==> config.mk <==
export PLATFORM = sky130hd
export DESIGN_NAME = stall_controller_flat
export DESIGN_NICKNAME = d
export VERILOG_FILES = /design/src/rtl/stall_controller_pkg.sv /design/src/rtl/stall_controller_if.sv /design/src/rtl/stall_controller_mulcycle_counter.sv /design/src/rtl/stall_controller.sv /design/src/flat_wrapper.sv
export SDC_FILE = /design/constraint.sdc
export NUM_CORES = 1
export LEC_CHECK = 0
export ABC_CLOCK_PERIOD_IN_PS = 1800
export BUFFER_PORTS_ARGS = -buffer_cell sky130_fd_sc_hd__buf_2
export CAP_MARGIN = 20
export CELL_PAD_IN_SITES_DETAIL_PLACEMENT = 1
export CELL_PAD_IN_SITES_GLOBAL_PLACEMENT = 1
export CORE_MARGIN = 3
export CORE_UTILIZATION = 25
export CTS_CLUSTER_SIZE = 25
export DETAILED_ROUTE_END_ITERATION = 10
export PLACE_DENSITY_LB_ADDON = 0.1
export SYNTH_ARGS = -nofsm -noshare
export SYNTH_HDL_FRONTEND = slang
export SYNTH_HIERARCHICAL = 1
export SYNTH_SLANG_ARGS = --single-unit
==> constraint.sdc <==
create_clock -name clk -period 1.8 [get_ports clk]
set_clock_uncertainty 0.05 [all_clocks]
set_input_delay 0.09 -clock clk [delete_from_list [all_inputs] [get_ports clk]]
set_output_delay 0.09 -clock clk [all_outputs]
set_load 0.03 [all_outputs]
==> src/rtl/stall_controller_pkg.sv <==
// Shared definitions for the hazard stall/flush sequencer: FSM encoding and
// default multiplier timing.
package stall_controller_pkg;

   typedef enum logic {
      ST_IDLE = 1'b0,
      ST_BUSY = 1'b1
   } state_t;

   localparam int MUL_LATENCY_DEFAULT = 4;
   localparam int CNT_W_DEFAULT       = 3;

endpackage

==> src/rtl/stall_controller_if.sv <==
// Hazard-unit signal bundle: pipeline hazard inputs and stall/flush/multiplier
// controls. The pipeline side is master, the sequencer is slave.
interface stall_controller_if;

   logic Match_12D_E;
   logic MemtoRegE;
   logic PCWrPendingF;
   logic PCSrcW;
   logic BranchTakenE;
   logic MulStartE;

   logic StallF;
   logic StallD;
   logic StallE;
   logic FlushD;
   logic FlushE;
   logic BubbleM;
   logic MulGo;
   logic MulValidE;
   logic MulKill;
   logic MulBusy;

   modport master (
      output Match_12D_E, MemtoRegE, PCWrPendingF, PCSrcW, BranchTakenE, MulStartE,
      input  StallF, StallD, StallE, FlushD, FlushE, BubbleM,
      input  MulGo, MulValidE, MulKill, MulBusy
   );

   modport slave (
      input  Match_12D_E, MemtoRegE, PCWrPendingF, PCSrcW, BranchTakenE, MulStartE,
      output StallF, StallD, StallE, FlushD, FlushE, BubbleM,
      output MulGo, MulValidE, MulKill, MulBusy
   );

endinterface

==> src/rtl/stall_controller_mulcycle_counter.sv <==
// Down-counter tracking the remaining multiply stall cycles; loads on start,
// decrements on request, flags zero. Never wraps.
module mulcycle_counter #(
   parameter int CNT_W = 3
) (
   input  logic             clk,
   input  logic             reset,
   input  logic             load,
   input  logic [CNT_W-1:0] load_val,
   input  logic             dec,
   output logic             zero
);

   logic [CNT_W-1:0] cnt;

   always_ff @(posedge clk) begin
      if (reset) begin
         cnt <= '0;
      end else if (load) begin
         cnt <= load_val;
      end else if (dec && cnt != '0) begin
         cnt <= cnt - 1'b1;
      end
   end

   assign zero = (cnt == '0);

endmodule

==> src/rtl/stall_controller.sv <==
// Five-stage pipeline stall/flush sequencer: load-use, PC-write and branch
// hazards plus scheduling of the fixed-latency Execute-stage multiplier.
module stall_controller
   import stall_controller_pkg::*;
#(
   parameter int MUL_LATENCY = MUL_LATENCY_DEFAULT,
   parameter int CNT_W       = CNT_W_DEFAULT
) (
   input  logic               clk,
   input  logic               reset,
   stall_controller_if.slave  hz
);

   localparam logic [CNT_W-1:0] LOAD_VAL = CNT_W'(MUL_LATENCY - 2);

   state_t state, state_nxt;
   logic   cnt_zero;
   logic   mul_start, mul_abort, mul_dec;

   assign mul_start = (state == ST_IDLE) && hz.MulStartE;
   assign mul_abort = (state == ST_BUSY) && hz.PCSrcW;
   assign mul_dec   = (state == ST_BUSY) && !hz.PCSrcW && !cnt_zero;

   mulcycle_counter #(.CNT_W(CNT_W)) u_cnt (
      .clk      (clk),
      .reset    (reset),
      .load     (mul_start),
      .load_val (LOAD_VAL),
      .dec      (mul_dec),
      .zero     (cnt_zero)
   );

   always_ff @(posedge clk) begin
      if (reset) begin
         state <= ST_IDLE;
      end else begin
         state <= state_nxt;
      end
   end

   // Abort beats completion: a PC write in Writeback squashes the multiply.
   always_comb begin
      state_nxt = state;
      case (state)
         ST_IDLE: if (hz.MulStartE)             state_nxt = ST_BUSY;
         ST_BUSY: if (hz.PCSrcW || cnt_zero)    state_nxt = ST_IDLE;
         default:                               state_nxt = ST_IDLE;
      endcase
   end

   logic mul_stall, ldr_stall, stall_d, mul_go, mul_valid, mul_kill;

   always_comb begin
      mul_stall = 1'b0;
      mul_go    = 1'b0;
      mul_valid = 1'b0;
      mul_kill  = 1'b0;
      ldr_stall = 1'b0;
      stall_d   = 1'b0;
      hz.StallF    = 1'b0;
      hz.StallD    = 1'b0;
      hz.StallE    = 1'b0;
      hz.FlushD    = 1'b0;
      hz.FlushE    = 1'b0;
      hz.BubbleM   = 1'b0;
      hz.MulGo     = 1'b0;
      hz.MulValidE = 1'b0;
      hz.MulKill   = 1'b0;
      hz.MulBusy   = 1'b0;
      if (!reset) begin
         case (state)
            ST_IDLE: begin
               mul_go    = hz.MulStartE;
               mul_stall = hz.MulStartE;
            end
            ST_BUSY: begin
               mul_kill  = hz.PCSrcW;
               mul_valid = !hz.PCSrcW && cnt_zero;
               mul_stall = !hz.PCSrcW && !cnt_zero;
            end
            default: ;
         endcase
         ldr_stall = hz.Match_12D_E && hz.MemtoRegE;
         stall_d   = ldr_stall || mul_stall;

         hz.StallF    = ldr_stall || hz.PCWrPendingF || mul_stall;
         hz.StallD    = stall_d;
         hz.StallE    = mul_stall;
         hz.BubbleM   = mul_stall;
         hz.FlushD    = (hz.PCWrPendingF || hz.PCSrcW || hz.BranchTakenE) && !stall_d;
         hz.FlushE    = ldr_stall || hz.BranchTakenE || mul_kill;
         hz.MulGo     = mul_go;
         hz.MulValidE = mul_valid;
         hz.MulKill   = mul_kill;
         hz.MulBusy   = (state == ST_BUSY);
      end
   end

endmodule
==> src/flat_wrapper.sv <==
// flat-port wrapper written by rule: the top's interface ports become plain ports
module stall_controller_flat import stall_controller_pkg::*;
#(
   parameter int MUL_LATENCY = MUL_LATENCY_DEFAULT,
   parameter int CNT_W       = CNT_W_DEFAULT
)
  (clk, reset, hz_Match_12D_E, hz_MemtoRegE, hz_PCWrPendingF, hz_PCSrcW, hz_BranchTakenE, hz_MulStartE, hz_StallF, hz_StallD, hz_StallE, hz_FlushD, hz_FlushE, hz_BubbleM, hz_MulGo, hz_MulValidE, hz_MulKill, hz_MulBusy);
  stall_controller_if hz_i ();
  input  logic clk;
  input  logic reset;
  input wire logic [$bits(hz_i.Match_12D_E)-1:0] hz_Match_12D_E;
  input wire logic [$bits(hz_i.MemtoRegE)-1:0] hz_MemtoRegE;
  input wire logic [$bits(hz_i.PCWrPendingF)-1:0] hz_PCWrPendingF;
  input wire logic [$bits(hz_i.PCSrcW)-1:0] hz_PCSrcW;
  input wire logic [$bits(hz_i.BranchTakenE)-1:0] hz_BranchTakenE;
  input wire logic [$bits(hz_i.MulStartE)-1:0] hz_MulStartE;
  output wire logic [$bits(hz_i.StallF)-1:0] hz_StallF;
  output wire logic [$bits(hz_i.StallD)-1:0] hz_StallD;
  output wire logic [$bits(hz_i.StallE)-1:0] hz_StallE;
  output wire logic [$bits(hz_i.FlushD)-1:0] hz_FlushD;
  output wire logic [$bits(hz_i.FlushE)-1:0] hz_FlushE;
  output wire logic [$bits(hz_i.BubbleM)-1:0] hz_BubbleM;
  output wire logic [$bits(hz_i.MulGo)-1:0] hz_MulGo;
  output wire logic [$bits(hz_i.MulValidE)-1:0] hz_MulValidE;
  output wire logic [$bits(hz_i.MulKill)-1:0] hz_MulKill;
  output wire logic [$bits(hz_i.MulBusy)-1:0] hz_MulBusy;
  assign hz_i.Match_12D_E = hz_Match_12D_E;
  assign hz_i.MemtoRegE = hz_MemtoRegE;
  assign hz_i.PCWrPendingF = hz_PCWrPendingF;
  assign hz_i.PCSrcW = hz_PCSrcW;
  assign hz_i.BranchTakenE = hz_BranchTakenE;
  assign hz_i.MulStartE = hz_MulStartE;
  assign hz_StallF = hz_i.StallF;
  assign hz_StallD = hz_i.StallD;
  assign hz_StallE = hz_i.StallE;
  assign hz_FlushD = hz_i.FlushD;
  assign hz_FlushE = hz_i.FlushE;
  assign hz_BubbleM = hz_i.BubbleM;
  assign hz_MulGo = hz_i.MulGo;
  assign hz_MulValidE = hz_i.MulValidE;
  assign hz_MulKill = hz_i.MulKill;
  assign hz_MulBusy = hz_i.MulBusy;
  stall_controller #(.MUL_LATENCY(MUL_LATENCY), .CNT_W(CNT_W)) u_core (.clk(clk), .reset(reset), .hz(hz_i));
endmodule
==> impl_metrics.xml <==
<?xml version="1.0" encoding="UTF-8"?>
<metrics>
  <group name="timing">
    <metric name="rsz0062_at_grt" unit="">true</metric>
    <metric name="maxClockFrequency" unit="GHz">0.5639</metric>
    <metric name="slew_viol_final" unit="">0</metric>
    <metric name="number_of_hold_slack_violations_in_the_final_timing_report" unit="">0</metric>
    <metric name="final.setup.tns" unit="ns">0</metric>
    <metric name="timing.final.setup_violations" unit="">0</metric>
    <metric name="layout_min_cycle_time" unit="ns">1.773</metric>
    <metric name="min_period_over_period" unit="%">98.52</metric>
  </group>
  <group name="synthesis">
    <metric name="synth-xor-area-share" unit="%">2.583</metric>
    <metric name="synth_ff_type" unit="">dfxtp_1</metric>
    <metric name="synth_sequential_area_ratio" unit="%">23.62</metric>
    <metric name="netlist_instances" unit="">42</metric>
    <metric name="synth-adder-area-share" unit="%">7.380</metric>
    <metric name="area_share_of_and_or_nand_nor_cells_after_synthesis" unit="%">41.33</metric>
    <metric name="synth.lib_cells_used.distinct" unit="">23</metric>
    <metric name="yosys_synthesis_warning_count" unit="">6</metric>
    <metric name="synth_mux_area_share" unit="%">0</metric>
    <metric name="yosys_register_bits" unit="">4</metric>
    <metric name="synth_async_sr_flop_share" unit="%">0</metric>
    <metric name="main_combinational_cell_family_by_area_after_synthesis" unit="">simple AND/OR/NAND/NOR gates</metric>
    <metric name="syn-cell-area" unit="um2">339.1</metric>
    <metric name="compound_gate_portion_of_the_synthesized_area" unit="%">15.13</metric>
    <metric name="edff_count_synth" unit="">0</metric>
    <metric name="syn-mean-instance-area" unit="um2">8.073</metric>
  </group>
  <group name="drt">
    <metric name="firstDrtPassIters" unit="">2</metric>
    <metric name="wl" unit="um">993</metric>
    <metric name="ant_nets" unit="">0</metric>
    <metric name="wire_per_inst" unit="um">12.41</metric>
    <metric name="dr_total_vias" unit="">363</metric>
    <metric name="via_density" unit="">4.538</metric>
    <metric name="post-route-drc-count" unit="">0</metric>
    <metric name="drt_initial_violations" unit="">3</metric>
  </group>
  <group name="setup_path">
    <metric name="worst-endpoint-arrival" unit="ns">1.63</metric>
    <metric name="timing.critical_path.mode_cell" unit="">ha_4</metric>
    <metric name="cp_max_fanout" unit="">3</metric>
    <metric name="cp_slowest_cell" unit="">dfxtp_2</metric>
    <metric name="crit_path_cell_trace" unit="">inv_2 &gt; ha_4 &gt; ha_4 &gt; nor3b_4 &gt; buf_6 &gt; a211oi_4 &gt; nor3b_2 &gt; buf_4</metric>
    <metric name="worst_setup_path_end_kind" unit="">primary output</metric>
    <metric name="startpoint_type" unit="">register</metric>
    <metric name="slowest_delay" unit="ns">0.32</metric>
    <metric name="worstSetupPathType" unit="">register to primary output</metric>
    <metric name="timing.critical_path.required" unit="ns">1.66</metric>
  </group>
  <group name="global_routing">
    <metric name="grt_start_max_net_pins" unit="">12</metric>
    <metric name="grtUsageMet2" unit="%">21.56</metric>
    <metric name="grt_util_met3" unit="%">7.627</metric>
    <metric name="overflow" unit="">0</metric>
    <metric name="grt_pass1_vias" unit="">409</metric>
    <metric name="first_pass_grt_wire_length" unit="um">1863</metric>
    <metric name="grtUsageMet1" unit="%">15.83</metric>
    <metric name="grt_usage" unit="%">13.72</metric>
    <metric name="grt_most_used_layer" unit="">met2</metric>
    <metric name="grt_antenna_before_repair" unit="">0</metric>
  </group>
  <group name="clocking">
    <metric name="clock_tree.htree_level_count" unit="">1</metric>
    <metric name="num_cts_buffers" unit="">3</metric>
    <metric name="clock_insertion_delay_worst_skew" unit="ns">0.24</metric>
    <metric name="hold_buf_count_cts" unit="">0</metric>
    <metric name="clockRootBuffer" unit="">clkbuf_4</metric>
    <metric name="cts_buffer_depth" unit="">2</metric>
    <metric name="clk_pin_slew" unit="ns">0.04</metric>
    <metric name="cts_tree" unit="">yes</metric>
    <metric name="cts_num_sinks" unit="">4</metric>
  </group>
  <group name="job">
    <metric name="max_cap_viol_count" unit="">0</metric>
  </group>
  <group name="floorplan">
    <metric name="die_area" unit="um2">1834</metric>
    <metric name="core_region_area" unit="um2">1186</metric>
    <metric name="std_cell_rows" unit="">12</metric>
    <metric name="ioPinCount" unit="">18</metric>
    <metric name="fp.dieW" unit="um">42.83</metric>
    <metric name="fp.dieH" unit="um">42.83</metric>
    <metric name="floorplan.initialDensity" unit="%">28.59</metric>
  </group>
  <group name="cells_and_area">
    <metric name="final_cell_count_no_fill" unit="">80</metric>
    <metric name="fill_cells" unit="">154</metric>
    <metric name="drive_gt1_share" unit="%">54.55</metric>
    <metric name="insertedDiodeCount" unit="">0</metric>
    <metric name="areaGrowthSynthToFinish" unit="%">60.52</metric>
    <metric name="layout.nets" unit="">78</metric>
  </group>
  <group name="power">
    <metric name="power.leakage" unit="nW">0.2542</metric>
    <metric name="power.share.combinational" unit="%">39.6</metric>
    <metric name="power_frac_seq" unit="%">28.3</metric>
    <metric name="pwr-share-clk" unit="%">32.1</metric>
    <metric name="swShare" unit="%">34.07</metric>
    <metric name="cellPowerDensity" unit="nW/um2">658.3</metric>
    <metric name="p_sw" unit="mW">0.1221</metric>
    <metric name="internal_power_summed_over_all_cells" unit="mW">0.2362</metric>
    <metric name="vdd_drop_max" unit="V">0.0003576</metric>
  </group>
  <group name="placement">
    <metric name="post-place-cells" unit="">74</metric>
    <metric name="io_buffer_count" unit="">17</metric>
    <metric name="gp_congestion" unit="">0.6577</metric>
    <metric name="detailed_place_hpwl" unit="um">689.5</metric>
  </group>
  <group name="run_status">
    <metric name="run_status" unit="">finished clean</metric>
  </group>
  <group name="min_path">
    <metric name="hp-class" unit="">primary input to register</metric>
  </group>
</metrics>
==> registers in the layout, summed over array words and instances, names as in the netlist <==
signal,count
u_core/state,1
u_core/u_cnt/cnt,3
==> stage by stage <==
stage	worst slack (ns)	cell area [um2]	util (%)	total power, mW	hold WS (ns)
2_1_floorplan	0.007688	345.3	-	0.1778	0.1094
3_3_place_gp	0.05632	447.9	37.76	0.2114	0.3760
3_5_place_dp	0.03703	447.9	37.76	0.2128	0.3739
4_1_cts	0.001018	529.3	44.62	0.3564	0.1270
5_1_grt	-0.05650	544.3	45.89	0.3924	0.1477
6_report	0.02671	544.3	45.89	0.3583	0.1174
==> final timing paths <==
kind	cells past startpoint	slack, ns	from	to
hold / removal	2	0.12	reset	u_core/state
setup reg to reg	8	0.09	u_core/u_cnt/cnt[0]	u_core/u_cnt/cnt[1]
setup / recovery	8	0.03	u_core/u_cnt/cnt[0]	hz_FlushD
hold reg to reg	2	0.46	u_core/u_cnt/cnt[1]	u_core/u_cnt/cnt[1]
==> metal layers <==
| layer | vias up | part of all wire, % |
|---|---|---|
| met2 | 11 | 49 |
| met5 | - | 0 |
| met1 | 167 | 43 |
| met4 | 0 | 0 |
| met3 | 0 | 7.4 |
| li1 | 185 | - |
==> cells in the mapped netlist (2+ instances only) <==
cell      instances  area share (%)
conb_1            2             2.2
ha_1              2             7.4
inv_1             5             5.5
dfxtp_1           4              24
a31oi_1           2             3.7
or3_1             2             3.7
nand3b_1          2             4.4
nor2_1            5             5.5
nand2_1           2             2.2
nor2b_1           2             3.7
a21oi_1           2             3.0
==> repair_timing <==
| action | in CTS | in global routing |
|---|---|---|
| setup buffers | 2 | 1 |
| resized for setup | 12 | 6 |
| setup endpoints to repair | 5 | 7 |
| endpoints found under the hold margin | 0 | 0 |
| pin swaps | 3 | 3 |
==> cell usage in the layout (no fill, tap or decap), types with 2 or more instances in the layout <==
master     n
buf_2     12
buf_4      8
nor2_1     4
clkbuf_4   3
inv_1      3
conb_1     3
nor2b_1    2
a21oi_1    2
dfxtp_1    2
inv_2      2
nand2_1    2
nand3b_1   2
or3_1      2
a31oi_1    2
ha_4       2
dfxtp_2    2
==> cell families (layout without fill, tap and decap cells) <==
kind of cell / Yosys count / after routing
AND/OR/NAND/NOR: 20 / 20
flip-flops: 4 / 4
other: 2 / 3
adder cells (fa/ha/maj): 2 / 2
XOR/XNOR: 1 / 1
buffers and inverters: 6 / 29
AO/OA/AOI/OAI: 7 / 7
==> layout make-up <==
class	instances	area [um2]	area share (%)
clock buffer	3	22.52	4.138
inverter	5	18.77	3.448
multi-input combinational	33	271.5	49.88
sequential	4	82.58	15.17
tap	14	17.52	3.218
timing repair buffer	21	131.4	24.14
==> critical path, delay by kind of cell (launching register included) <==
kind            cells  cell delay, ns
buf+inv             3            0.35
simple gates        2            0.38
flops               1            0.32
fa+ha+maj           2            0.31
compound gates      1            0.04
==> power groups by stage <==
stage | Combinational, mW | Sequential, mW | Clock, mW
final | 0.142 | 0.101 | 0.115
after CTS | 0.135 | 0.101 | 0.120
after floorplan | 0.0774 | 0.100 | 0
after global routing | 0.156 | 0.102 | 0.135
after detailed placement | 0.111 | 0.102 | 0
after global placement | 0.110 | 0.102 | 0
(Power assumes the default switching activity.)
